## src/rtl/checkpoint_ctrl.sv

```systemverilog
// rtl/checkpoint_ctrl.sv - rename checkpoint slot allocator with in-order retire and mispredict restore
module checkpoint_ctrl #(
    parameter int NUM_CKPT = 8,
    parameter int TAG_W    = 5,
    parameter int IDX_W    = $clog2(NUM_CKPT)
) (
    input  logic             clk_i,
    input  logic             rst_i,
    input  logic             alloc_req_i,
    input  logic [TAG_W-1:0] alloc_tag_i,
    output logic             alloc_gnt_o,
    output logic             ckpt_we_o,
    output logic [IDX_W-1:0] ckpt_idx_o,
    input  logic             resolve_valid_i,
    input  logic [TAG_W-1:0] resolve_tag_i,
    input  logic             resolve_mispred_i,
    output logic             restore_en_o,
    output logic [IDX_W-1:0] restore_idx_o,
    output logic             resolve_miss_o,
    output logic             full_o,
    output logic [IDX_W:0]   count_o
);

    typedef enum logic {S_IDLE, S_RESTORE} state_e;

    state_e              state_q, state_d;
    logic [NUM_CKPT-1:0] valid_q, valid_d;
    logic [TAG_W-1:0]    tag_q [NUM_CKPT];
    logic [IDX_W-1:0]    head_q, head_d;
    logic [IDX_W-1:0]    tail_q, tail_d;
    logic [IDX_W-1:0]    rest_idx_q, rest_idx_d;
    logic [IDX_W:0]      count_q, count_d;
    logic                miss_q, miss_d;

    logic                idle, full, any_match, hit, mispred, grant, retire;
    logic [IDX_W-1:0]    match_idx, mdist;

    always_comb begin
        any_match = 1'b0;
        match_idx = '0;
        for (int i = 0; i < NUM_CKPT; i++) begin
            if (valid_q[i] && tag_q[i] == resolve_tag_i) begin
                any_match = 1'b1;
                match_idx = IDX_W'(i);
            end
        end
    end

    assign idle    = (state_q == S_IDLE);
    assign full    = (count_q == (IDX_W+1)'(NUM_CKPT));
    assign hit     = idle & resolve_valid_i & ~resolve_mispred_i & any_match;
    assign mispred = idle & resolve_valid_i & resolve_mispred_i & any_match;
    assign grant   = alloc_req_i & ~full & idle & ~(resolve_valid_i & resolve_mispred_i);
    assign retire  = (count_q != '0) & ~valid_q[head_q] & ~mispred;
    assign mdist   = match_idx - head_q;

    always_comb begin
        state_d    = state_q;
        valid_d    = valid_q;
        head_d     = head_q;
        tail_d     = tail_q;
        count_d    = count_q + (IDX_W+1)'(grant) - (IDX_W+1)'(retire);
        rest_idx_d = rest_idx_q;
        miss_d     = idle & resolve_valid_i & ~any_match;

        case (state_q)
            S_IDLE:    if (mispred) state_d = S_RESTORE;
            S_RESTORE: state_d = S_IDLE;
            default:   state_d = S_IDLE;
        endcase

        if (retire) head_d = head_q + 1'b1;
        if (hit) valid_d[match_idx] = 1'b0;
        if (grant) begin
            valid_d[tail_q] = 1'b1;
            tail_d          = tail_q + 1'b1;
        end
        // Slots at or beyond the mispredicted one in program order (distance from head) die;
        // anything past the live window is already invalid, so no upper bound is needed.
        if (mispred) begin
            for (int i = 0; i < NUM_CKPT; i++) begin
                if (IDX_W'(IDX_W'(i) - head_q) >= mdist) valid_d[i] = 1'b0;
            end
            tail_d     = match_idx;
            count_d    = {1'b0, mdist};
            rest_idx_d = match_idx;
        end
    end

    always_ff @(posedge clk_i or posedge rst_i) begin
        if (rst_i) begin
            state_q    <= S_IDLE;
            valid_q    <= '0;
            head_q     <= '0;
            tail_q     <= '0;
            count_q    <= '0;
            rest_idx_q <= '0;
            miss_q     <= 1'b0;
            for (int i = 0; i < NUM_CKPT; i++) tag_q[i] <= '0;
        end else begin
            state_q    <= state_d;
            valid_q    <= valid_d;
            head_q     <= head_d;
            tail_q     <= tail_d;
            count_q    <= count_d;
            rest_idx_q <= rest_idx_d;
            miss_q     <= miss_d;
            if (grant) tag_q[tail_q] <= alloc_tag_i;
        end
    end

    assign alloc_gnt_o    = grant;
    assign ckpt_we_o      = grant;
    assign ckpt_idx_o     = tail_q;
    assign restore_en_o   = (state_q == S_RESTORE);
    assign restore_idx_o  = rest_idx_q;
    assign resolve_miss_o = miss_q;
    assign full_o         = full;
    assign count_o        = count_q;

endmodule

```

## config.mk

```make
export PLATFORM = sky130hd
export DESIGN_NAME = checkpoint_ctrl
export DESIGN_NICKNAME = d
export VERILOG_FILES = /design/src/rtl/checkpoint_ctrl.sv
export SDC_FILE = /design/constraint.sdc
export NUM_CORES = 1
export LEC_CHECK = 0
export BUFFER_PORTS_ARGS = -buffer_cell sky130_fd_sc_hd__buf_2
export CORE_UTILIZATION = 54
export DETAILED_ROUTE_END_ITERATION = 8
export PLACE_DENSITY = 0.76
export RECOVER_POWER = 50
export SYNTH_ARGS = -nofsm -noshare
export SYNTH_HDL_FRONTEND = slang
export SYNTH_SLANG_ARGS = --single-unit
```

## constraint.sdc

```tcl
create_clock -name clk_i -period 3.6 [get_ports clk_i]
set_clock_uncertainty 0.2 [all_clocks]
set_input_delay 0.9 -clock clk_i [delete_from_list [all_inputs] [get_ports clk_i]]
set_output_delay 0.9 -clock clk_i [all_outputs]
set_load 0.01 [all_outputs]
```

[Yosys cells after proc, flatten, opt, wreduce, memory -nomap -nowiden]
Index checks and enable logic that the tools add are counted.
Storage, ports and cells
  flip-flop bits (word level): 63
  output and inout bits: 15
Cells by class
  reductions and logical operators: 13
  add/subtract/negate cells: 13
  bitwise gates (word level): 23
  order comparisons: 15
  equality and inequality tests: 9
  muxes and demuxes: 40
Operator list (number)
  bitwise mux 40 bit: 1
  == test 5 bit: 8
  >= comparator 3 bit: 8
  2-to-1 mux 3 bit: 8
  2-to-1 mux 8 bit: 3
  2-to-1 mux 1 bit: 21
  demux 5 bit (select 3 bit): 1
  bitwise AND 1 bit: 12
  < comparator 3 x 4 -> 1 bit (second input constant): 3
  subtractor 3 bit (first input constant): 4
  logical AND 1 bit: 11
  bitwise AND 8 bit: 1
  NOT 8 bit: 1
  OR 8 bit: 1
  NOT 1 bit: 7
  adder 3 x 1 -> 3 bit (second input constant): 2
  demux 1 bit (select 3 bit): 2
  >= comparator 3 x 1 -> 1 bit (second input constant): 2
  subtractor 1 x 3 -> 3 bit (first input constant): 2
  subtractor 2 x 3 -> 3 bit (first input constant): 2
  2-to-1 mux 5 bit: 1
  adder 4 x 1 -> 4 bit: 1
  == test 4 bit (second input constant): 1
  >= comparator 4 bit (second input constant): 1
  9 further kinds: 9

[Logic depth before layout (Yosys ltp)]
Gate-level depths: netlist of the first run.
  depth in word-level cells: 20
  mapped depth: 16
  mapped depth without buffers: 14

[Least setup slack after synthesis of the first run]
Ideal clock, no wire load.
  path type: in2reg
  from: in resolve_tag_i[2]
  to: reg valid_q[1]
  data required time: 3.313 ns
  setup slack: -0.593 ns
  stages on the path: 14
  library setup time: 0.087 ns
  arrival: 3.906 ns
  path through: buf_6 -> xor2_1 -> nor4_2 -> o2111ai_1 -> a211oi_1 -> a211oi_2 -> ha_1 -> fa_1 -> xnor2_2 -> xnor2_1 -> ha_1 -> inv_1 -> a32o_1 -> a211oi_2
On the way
  cells in the longest elaborated chain, start to end: 20
  elaborated cells on any way between the ends: 47
Ends and longest elaborated chain
  from (decl): RTL line 15  | input logic [TAG_W-1:0] resolve_tag_i,
  == test 5 bit: RTL line 42  | if (valid_q[i] && tag_q[i] == resolve_tag_i) begin
  logical AND 1 bit: RTL line 42
  2-to-1 mux 1 bit: RTL line 42
  2-to-1 mux 3 bit (6 in a row): RTL line 42
  < comparator 3 x 4 -> 1 bit (not written as such) / >= comparator 3 x 1 -> 1 bit (equally long branches): RTL line 73  | if (hit) valid_d[match_idx] = 1'b0;
  logical AND 1 bit (not written as such): RTL line 73
  2-to-1 mux 1 bit (not written as such): RTL line 73
  demux 1 bit (select 3 bit): RTL line 73
  NOT 8 bit (no source line)
  bitwise AND 8 bit (no source line)
  2-to-1 mux 8 bit: RTL line 73
  OR 8 bit (no source line)
  2-to-1 mux 8 bit: RTL line 74  | if (grant) begin
  2-to-1 mux 1 bit: RTL line 82  | if (IDX_W'(IDX_W'(i) - head_q) >= mdist) valid_d[i] = 1'b0;
  2-to-1 mux 8 bit (*): RTL line 80  | if (mispred) begin
  via valid_d[1]: RTL line 27  | logic [NUM_CKPT-1:0] valid_q, valid_d;
  to (signal assigned): RTL line 102  | valid_q <= valid_d;
  to (decl): RTL line 27
The timed path passes the listed nets; every way through them passes the cells marked *.
A chain may end at the register's enable or synchronous reset.

[Worst setup path after layout of the first run]
  from: in resolve_tag_i[3]
  to: reg valid_q[1]
Same word-level chain as after synthesis.

==> results.ini, run 1 <==
[clocking]
numCtsBuffers = 9
cts-htree-levels = 3
cts_root_buf = clkbuf_8
clk_latency_ns = 0.35
clk_pin_slew_ns = 0.07
cts_buffer_depth = 2
cts_tree = done
cts_num_sinks = 63

[synth]
ys.flop_type = dfrtp_1
async_flop_share_pct = 100
synth_top_area_cell = dfrtp_1
netlist_top_cells_area = dfrtp_1, mux2_2, ha_1
yosys_warnings = 0
seq_area_frac_synth_pct = 41.1
synth.ff_latch_count = 63
post_synth_inst_count = 349
avgSynthCellArea_um2 = 11.0
syn_nets = 386
synth_edf_count = 0
syn_area_mm2 = 0.00383
synth_cell_type_count = 56
yosys.area.top_type_share_pct = 41.1

[floorplan]
start_util_pct = 56.1
die_x_um = 86.3
dieArea_mm2 = 0.00744
core_area_mm2 = 0.00683
num_rows = 30
io_pins = 30
die_h_um = 86.3

[power_and_ir_drop]
power_leakage_nw = 2.20
clkPwrFrac_pct = 11.1
p_total_mw = 5.22
swShare_pct = 42.1
p_seq_share_pct = 27.0
p_int_mw = 3.02
ir_drop_uv = 520
switchingPower_mw = 2.20
pwr-share-comb_pct = 61.9
power_density_mw_per_mm2 = 1080

[setup_path]
r2r_start = tag_q[34]
arrival_ns = 3.78
slowest_stage = fa_2
critPathCaptureType = register
cpMostUsedCell = buf_4
path_cells = buf_6, xor2_1, nor4_1, buf_4, and3_4, buf_4, a211oi_2, ha_2, fa_2, buf_4, ha_1, a21o_1, a32o_1, a211oi_2
start_kind = primary input
crit_start = resolve_tag_i[3]
worstPathRequired_ns = 3.66
cp_max_fo = 7
critPathMaxStageDelay_ns = 0.59
worstSetupPathType = primary input to register

[sta]
hold_viol = 0
worst_slack_ns = -0.120
rsz0062_at_grt = yes
finalCritPeriodShare_pct = 103
period_minus_slack_ns = 3.72
slew_headroom_pct = -3.59
worstMarginPinSlew_ns = 1.55
finalSetupViolCount = 3
finalMaxSlewViolations = 39
whs_ns = 0.278
fmax_mhz = 269

[hold_path]
worstHoldStart = restore_idx_o[2]
holdCritPathClass = register to register

[detailed_routing]
wirelength_um = 9520
viasPerCell = 5.62
drt-initial-drc-count = 139
drc = 0
detail-route-antenna-nets = 0
drt_first_pass_iters = 4
vias = 2962
wl_per_cell_um = 18.1

[job]
maxCapViolCount = 1

[cells_and_area]
final_common_cell = dfrtp_1
n_antenna_cell = 0
syn2layout_area_growth_pct = 26.2
design_area_mm2 = 0.00484
drive_gt1_share_pct = 41.8
nets = 463
fillCellCount = 502
final_cell_mix = dfrtp_1, buf_4, mux2_2, nand2_1, buf_2

[grt]
overflow = 0
antenna_found_initial = 0
grt_pass1_vias = 2973
grt_pass1_wl_um = 15300
grt.total_usage_pct = 27.5
grt_max_degree = 39

[place]
dpl_cell_area_mm2 = 0.00447
gp_congestion = 0.893
dp_worst_setup_slack_ns = -0.551
port_buffers = 29
hpwl_um = 6930

[run_status]
violations = capacitance limit, slew limit, setup timing
status = complete, but fails checks

## layout make-up
class / count / area [um2] / area share [%]
sequential: 63 / 1580 / 32.6
timing repair buffer: 77 / 528 / 10.9
clock inverter: 4 / 30.0 / 0.620
clock buffer: 12 / 155 / 3.21
inverter: 21 / 78.8 / 1.63
tap: 96 / 120 / 2.48
multi-input combinational: 254 / 2350 / 48.6
## metrics by stage
step,TNS [ns],util (%),instances
final,-0.175,70.8,527
after global routing,-1.21,70.8,527
after CTS,-0.240,69.8,525
after detailed placement,-4.59,65.4,505
after global placement,-4.04,65.4,505
after floorplan,-1.64,-,349
## worst max-delay path, delay by kind of cell
family,cells,cell delay (ns)
adder cells (fa/ha/maj),3,0.99
AO/OA/AOI/OAI,4,0.66
buffers and inverters,4,0.53
AND/OR/NAND/NOR,2,0.53
XOR/XNOR,1,0.14
## cell families (layout without fill, tap and decap cells)
family / after synthesis / after routing / share of synthesized area (%)
xor+xnor: 49 / 49 / 11.4
flops: 63 / 63 / 41.1
compound gates: 48 / 48 / 9.72
simple gates: 93 / 93 / 13.2
fa+ha+maj: 22 / 22 / 7.57
mux: 42 / 42 / 12.8
buf+inv: 32 / 114 / 4.21
## synthesized netlist by cell type (4+ instances only)
| library cell | instances |
|---|---|
| a21o_1 | 5 |
| a21oi_1 | 11 |
| a2bb2oi_1 | 4 |
| and3_1 | 4 |
| buf_6 | 4 |
| dfrtp_1 | 63 |
| ha_1 | 20 |
| inv_1 | 20 |
| mux2_2 | 35 |
| mux2i_1 | 5 |
| nand2_1 | 34 |
| nand3_1 | 8 |
| nor2_1 | 15 |
| o21ai_0 | 5 |
| xnor2_1 | 24 |
| xor2_1 | 24 |
## state kept, by name (all words and copies together) (netlist names)
register	cells
restore_idx_o	3
valid_q	8
count_o	4
ckpt_idx_o	3
tag_q	40
resolve_miss_o	1
head_q	3
restore_en_o	1
## worst paths after layout
| check | end | slack, ns | cells past startpoint |
|---|---|---|---|
| worst max-delay path | valid_q[1] | -0.12 | 14 |
| worst min-delay path | restore_idx_o[2] | 0.28 | 1 |
| min in group asynchronous | tag_q[28] | 0.81 | 2 |
| worst max register to register | valid_q[1] | 0.15 | 12 |
| max in group asynchronous | tag_q[13] | 1.00 | 3 |
| worst min register to register | restore_idx_o[2] | 0.28 | 1 |
## timing repair
action / CTS / global route
hold endpoints to repair: 0 / 0
pin swaps: 13 / 11
hold buffers: 0 / 0
gates resized for setup: 20 / 10
buffers inserted: 4 / 2
endpoints found under the setup margin: 8 / 10
## layer usage
layer	wire length [um]	part of all wire, %	vias up	track usage, %
met5	0	0	-	0
met4	202	2.1	0	10.0
met3	531	5.6	19	4.10
met2	4460	47	86	42.6
met1	4320	45	1482	39.5
li1	-	-	1375	-
## power groups by stage
stage | clock network (mW) | registers [mW] | logic, mW
floorplan | 0 | 1.33 | 2.11
global placement | 0 | 1.38 | 2.77
detailed placement | 0 | 1.40 | 2.88
CTS | 0.580 | 1.39 | 3.10
global route | 0.612 | 1.45 | 3.51
finish | 0.581 | 1.41 | 3.23
No activity file was read; power rests on OpenSTA's default activity.
==> run 2: changes to the inputs <==
BUFFER_PORTS_ARGS = -buffer_cell sky130_fd_sc_hd__buf_4   (was -buffer_cell sky130_fd_sc_hd__buf_2)
==> run 2 against run 1 <==
Against the previous run:
- critical path type unchanged
- largest power group unchanged
- register-to-register slack improved by 0.08 ns
- non-clock buffer count is 6 lower
- first-iteration DRC count rose by 15%
- highest routed layer unchanged
- the flow finishes with violations (capacitance limit, slew limit)
- die area unchanged
==> results.ini, run 2 (synthesis results as in run 1) <==
[detailed_routing]
drt-initial-drc-count = 160  ; +15%
drc = 0  ; unchanged
viasPerCell = 5.60  ; -0.45%
vias = 2915  ; -1.6%
wirelength_um = 9800  ; +2.9%
detail-route-antenna-nets = 0  ; unchanged
wl_per_cell_um = 18.8  ; +4.1%
drt_first_pass_iters = 4  ; unchanged

[clocking]
numCtsBuffers = 9  ; unchanged
cts_root_buf = clkbuf_8
clk_latency_ns = 0.36  ; about the same
clk_pin_slew_ns = 0.07  ; about the same
cts_tree = done
cts_buffer_depth = 2  ; unchanged
cts-htree-levels = 3  ; unchanged
cts_num_sinks = 63  ; unchanged

[power_and_ir_drop]
ir_drop_uv = 570  ; +9.6%
power_leakage_nw = 2.22  ; +0.84%
power_density_mw_per_mm2 = 1120  ; +3.3%

[sta]
finalCritPeriodShare_pct = 99.7  ; -3.7 points
fmax_mhz = 279  ; +3.7%
whs_ns = 0.292  ; +0.0138 ns
period_minus_slack_ns = 3.59  ; -0.132 ns
finalSetupViolCount = 0  ; -3
hold_viol = 0  ; unchanged
slew_headroom_pct = -5.11  ; -1.5 points
worst_slack_ns = 0.0120  ; +0.132 ns
finalMaxSlewViolations = 64  ; +64%
rsz0062_at_grt = yes
worstMarginPinSlew_ns = 1.58  ; +0.0246 ns

[setup_path]
arrival_ns = 3.68  ; -0.10 ns
rr_worst_depth = 13  ; +1
worstPathRequired_ns = 3.69  ; +0.03 ns
start_kind = primary input
cp_max_fo = 5  ; -2
worstSetupPathType = primary input to register
critPathCaptureType = register

[floorplan]
die_x_um = 86.3  ; unchanged
io_pins = 30  ; unchanged
core_area_mm2 = 0.00683  ; unchanged
start_util_pct = 56.1  ; unchanged
num_rows = 30  ; unchanged
die_h_um = 86.3  ; unchanged
dieArea_mm2 = 0.00744  ; unchanged

[job]
maxCapViolCount = 1  ; unchanged

[place]
hpwl_um = 6700  ; -3.3%
dpl_cell_area_mm2 = 0.00452  ; +1.3%
gp_congestion = 0.882  ; -1.3%
port_buffers = 29  ; unchanged
dp_worst_setup_slack_ns = -0.558  ; -0.00743 ns

[cells_and_area]
syn2layout_area_growth_pct = 31.1
largest_register = tag_q
design_area_mm2 = 0.00503  ; +3.9%
nets = 457  ; -1.3%
final_common_cell = dfrtp_1
drive_gt1_share_pct = 42.6  ; +0.82 points
largest_reg_flops = 40  ; unchanged
n_antenna_cell = 0  ; unchanged
final_cell_mix = dfrtp_1, buf_4, mux2_2, nand2_1, inv_1

[grt]
grt_pass1_vias = 3033  ; +2.0%
antenna_found_initial = 0  ; unchanged
grt_max_degree = 64  ; +64%
grt.total_usage_pct = 28.4  ; +0.88 points
overflow = 0  ; unchanged
grt_pass1_wl_um = 15700  ; +2.7%

[run_status]
violations = capacitance limit, slew limit
status = complete, but fails checks

[hold_path]
holdCritPathClass = register to register
holdPathStages = 1  ; unchanged

[run 2: final cells by class]
type,count,area [um2]
Multi-Input combinational cell,254,2490
Fill cell,453,1810
Sequential cell,63,1580
Timing Repair Buffer,71,551
Clock buffer,12,155
Tap cell,96,120
Inverter,21,78.8
Clock inverter,4,52.6
[run 2: metrics by stage]
step,total power [mW],setup TNS [ns],utilization (%),instances
2_1_floorplan,3.44,-1.64,-,349
3_3_place_gp,4.24,-4.48,66.2,503
3_5_place_dp,4.34,-4.47,66.2,503
4_1_cts,5.22,0,70.7,520
5_1_grt,5.99,-0.418,73.6,521
6_report,5.60,0,73.6,521
[run 2: critical path: stages]
cell and delay (ns):
buf_6 0.12, xor2_2 0.18, nor4_4 0.32, o2111ai_2 0.18, a211oi_2 0.22, a211oi_2 0.07
ha_2 0.18, fa_2 0.38, xnor2_4 0.17, xnor2_4 0.30, buf_6 0.15, ha_4 0.19
a21oi_4 0.16, o22a_1 0.14
[run 2: routing by layer]
layer  share of wire, %  global-route usage (%)
met1                 46                    38.7
met2                 48                    44.6
met3                4.6                    5.52
met4                1.8                    12.0
met5                  0                       0
[run 2: where the power goes]
part	switching [mW]	internal [mW]	leakage [nW]	total [mW]
clock	0.297	0.360	0.107	0.657
combinational	1.67	1.85	1.35	3.53
sequential	0.356	1.07	0.757	1.42
total	2.33	3.28	2.22	5.60
[run 2: worst paths after layout]
path / from / end / slack, ns
min reg2reg: restore_idx_o[2] / restore_idx_o[2] / 0.29
max: resolve_tag_i[1] / valid_q[6] / 0.01
min in group asynchronous: rst_i / tag_q[26] / 0.89
min: restore_idx_o[2] / restore_idx_o[2] / 0.29
max reg2reg: tag_q[34] / valid_q[6] / 0.23
max in group asynchronous: rst_i / tag_q[10] / 1.37
[run 2: repair_timing]
| item | CTS | global route |
|---|---|---|
| setup buffers | 1 | 1 |
| gates resized for setup | 15 | 30 |
| setup endpoints to repair | 8 | 10 |
| hold buffers | 0 | 0 |
| pin swaps | 9 | 13 |
==> run 3: changes to the inputs <==
MAX_ROUTING_LAYER = met4   (was not set)
==> run 3 against run 2 <==
Against the previous run:
- the run ends with capacitance limit, slew limit, setup timing left
- global-route usage rose by 0.49 points
- routed wire length is 0.49% lower
- design area down 0.62%
- critical path type unchanged
- largest cell class unchanged
==> results.ini, run 3 (synthesis results as in run 1) <==
[setup_path]
cp_max_fo = 6  ; +1
crit_family = simple AND/OR/NAND/NOR gates
critPathCaptureType = register
cp_num_buf_inv = 2  ; unchanged
r2r_start = tag_q[32]
arrival_ns = 3.71  ; +0.03 ns
slowest_stage = fa_2
critPathMaxStageDelay_ns = 0.52  ; +0.14 ns
path_cells = buf_6, buf_4, xor2_1, nor4_2, and3_4, nor2_1, a21oi_2, fa_2, ha_4, a21o_1, nand2_2, a2111oi_4, nor3_2
worstSetupPathType = primary input to register
worstPathRequired_ns = 3.63  ; -0.06 ns
crit_start = resolve_tag_i[1]
start_kind = primary input

[floorplan]
io_pins = 30  ; unchanged
die_x_um = 86.3  ; unchanged
dieArea_mm2 = 0.00744  ; unchanged
start_util_pct = 56.1  ; unchanged
core_area_mm2 = 0.00683  ; unchanged
die_h_um = 86.3  ; unchanged
num_rows = 30  ; unchanged

[detailed_routing]
wirelength_um = 9750  ; -0.49%
wl_per_cell_um = 18.5  ; -1.6%
vias = 2948  ; +1.1%
viasPerCell = 5.59  ; about the same
drt-initial-drc-count = 105  ; -34%
drc = 0  ; unchanged
detail-route-antenna-nets = 0  ; unchanged
drt_first_pass_iters = 4  ; unchanged

[run_status]
status = complete, but fails checks
violations = capacitance limit, slew limit, setup timing

[clocking]
numCtsBuffers = 9  ; unchanged
clk_latency_ns = 0.35  ; about the same
cts_tree = done
clk_pin_slew_ns = 0.08  ; about the same
cts_num_sinks = 63  ; unchanged
cts_root_buf = clkbuf_8
cts_buffer_depth = 2  ; unchanged
cts-htree-levels = 3  ; unchanged

[grt]
grt.total_usage_pct = 28.9  ; +0.49 points
overflow = 0  ; unchanged
grt_pass1_vias = 2986  ; -1.5%
antenna_found_initial = 0  ; unchanged
grt_max_degree = 64  ; unchanged
grt_pass1_wl_um = 15500  ; -1.6%

[cells_and_area]
design_area_mm2 = 0.00499  ; -0.62%
drive_gt1_share_pct = 42.7  ; +0.10 points
n_antenna_cell = 0  ; unchanged
final_common_cell = buf_4
seq_area_mm2 = 0.00158  ; unchanged
fin_cells = 527  ; +1.2%
largest_register = tag_q
syn2layout_area_growth_pct = 30.2
fillCellCount = 486  ; +7.3%
largest_reg_flops = 40  ; unchanged
final_cell_mix = buf_4, dfrtp_1, mux2_2, nand2_1, xor2_1
nets = 463  ; +1.3%
multi_input_area_mm2 = 0.00241  ; -3.2%

[sta]
fmax_mhz = 272  ; -2.4%
finalCritPeriodShare_pct = 102  ; +2.5 points
worstMarginPinSlew_ns = 1.60  ; +0.0223 ns
setup_tns_ns = -0.239  ; -0.239 ns
worst_slack_ns = -0.0774  ; -0.0895 ns
slew_headroom_pct = -6.60  ; -1.5 points
finalSetupViolCount = 7  ; +7
period_minus_slack_ns = 3.68  ; +0.0895 ns
finalMaxSlewViolations = 64  ; unchanged
rsz0062_at_grt = yes
whs_ns = 0.286  ; -0.00540 ns
hold_viol = 0  ; unchanged

[place]
dpl_cell_area_mm2 = 0.00451  ; -0.33%
port_buffers = 29  ; unchanged
place_inst = 501  ; -0.40%
hpwl_um = 6750  ; +0.71%
gp_congestion = 0.904  ; +2.5%

[hold_path]
holdCritPathClass = register to register
worstHoldStart = restore_idx_o[2]

[power_and_ir_drop]
ir_drop_uv = 530  ; -7.1%
power_leakage_nw = 2.22  ; about the same
power_density_mw_per_mm2 = 1170  ; +4.6%

[job]
maxCapViolCount = 1  ; unchanged

==> run 3: changes by cell type in the layout (fill, tap and decap cells not counted), sizes merged <==
cell	before	now
buf	64	72
clkbuf	19	15
clkinv	2	4
==> run 3: repair_timing <==
item,CTS,global route
setup endpoints to repair,8,9
hold buffers,0,0
buffers inserted,4,6
resized for setup,19,19
pin swaps,18,23
==> run 3: final cells by class <==
| class | instances | area share [%] |
|---|---|---|
| Clock inverter | 6 | 1.40 |
| Tap cell | 96 | 2.40 |
| Multi-Input combinational cell | 254 | 48.3 |
| Sequential cell | 63 | 31.6 |
| Clock buffer | 10 | 2.56 |
| Timing Repair Buffer | 77 | 12.2 |
| Inverter | 21 | 1.58 |
==> run 3: path summary, 6_finish.rpt <==
path / cells after the start / end / slack, ns
max in group asynchronous: 3 / restore_idx_o[2] / 1.34
hold reg to reg: 1 / restore_idx_o[2] / 0.29
setup / recovery: 13 / valid_q[2] / -0.08
min in group asynchronous: 3 / tag_q[36] / 0.89
setup reg to reg: 13 / valid_q[2] / 0.11
hold / removal: 1 / restore_idx_o[2] / 0.29
==> run 3: layer usage <==
layer	routed length [um]	vias up	GRT usage (%)
li1	-	1371	-
met1	4520	1486	39.7
met2	4580	76	43.1
met3	469	15	5.43
met4	179	0	10.3
met5	0	-	-
==> run 3: stage by stage <==
| stage | total power [mW] | utilization, % | worst slack (ns) |
|---|---|---|---|
| 4_1_cts | 5.31 | 71.1 | -0.0662 |
| 5_1_grt | 6.19 | 73.1 | -0.193 |
| 2_1_floorplan | 3.44 | - | -0.294 |
| 3_5_place_dp | 4.37 | 66.0 | -0.636 |
| 3_3_place_gp | 4.24 | 66.0 | -0.614 |
| 6_report | 5.82 | 73.1 | -0.0774 |
==> run 3: report_power, final <==
group	internal (mW)	switching, mW
Clock	0.325	0.303
Combinational	2.03	1.75
Sequential	1.06	0.353
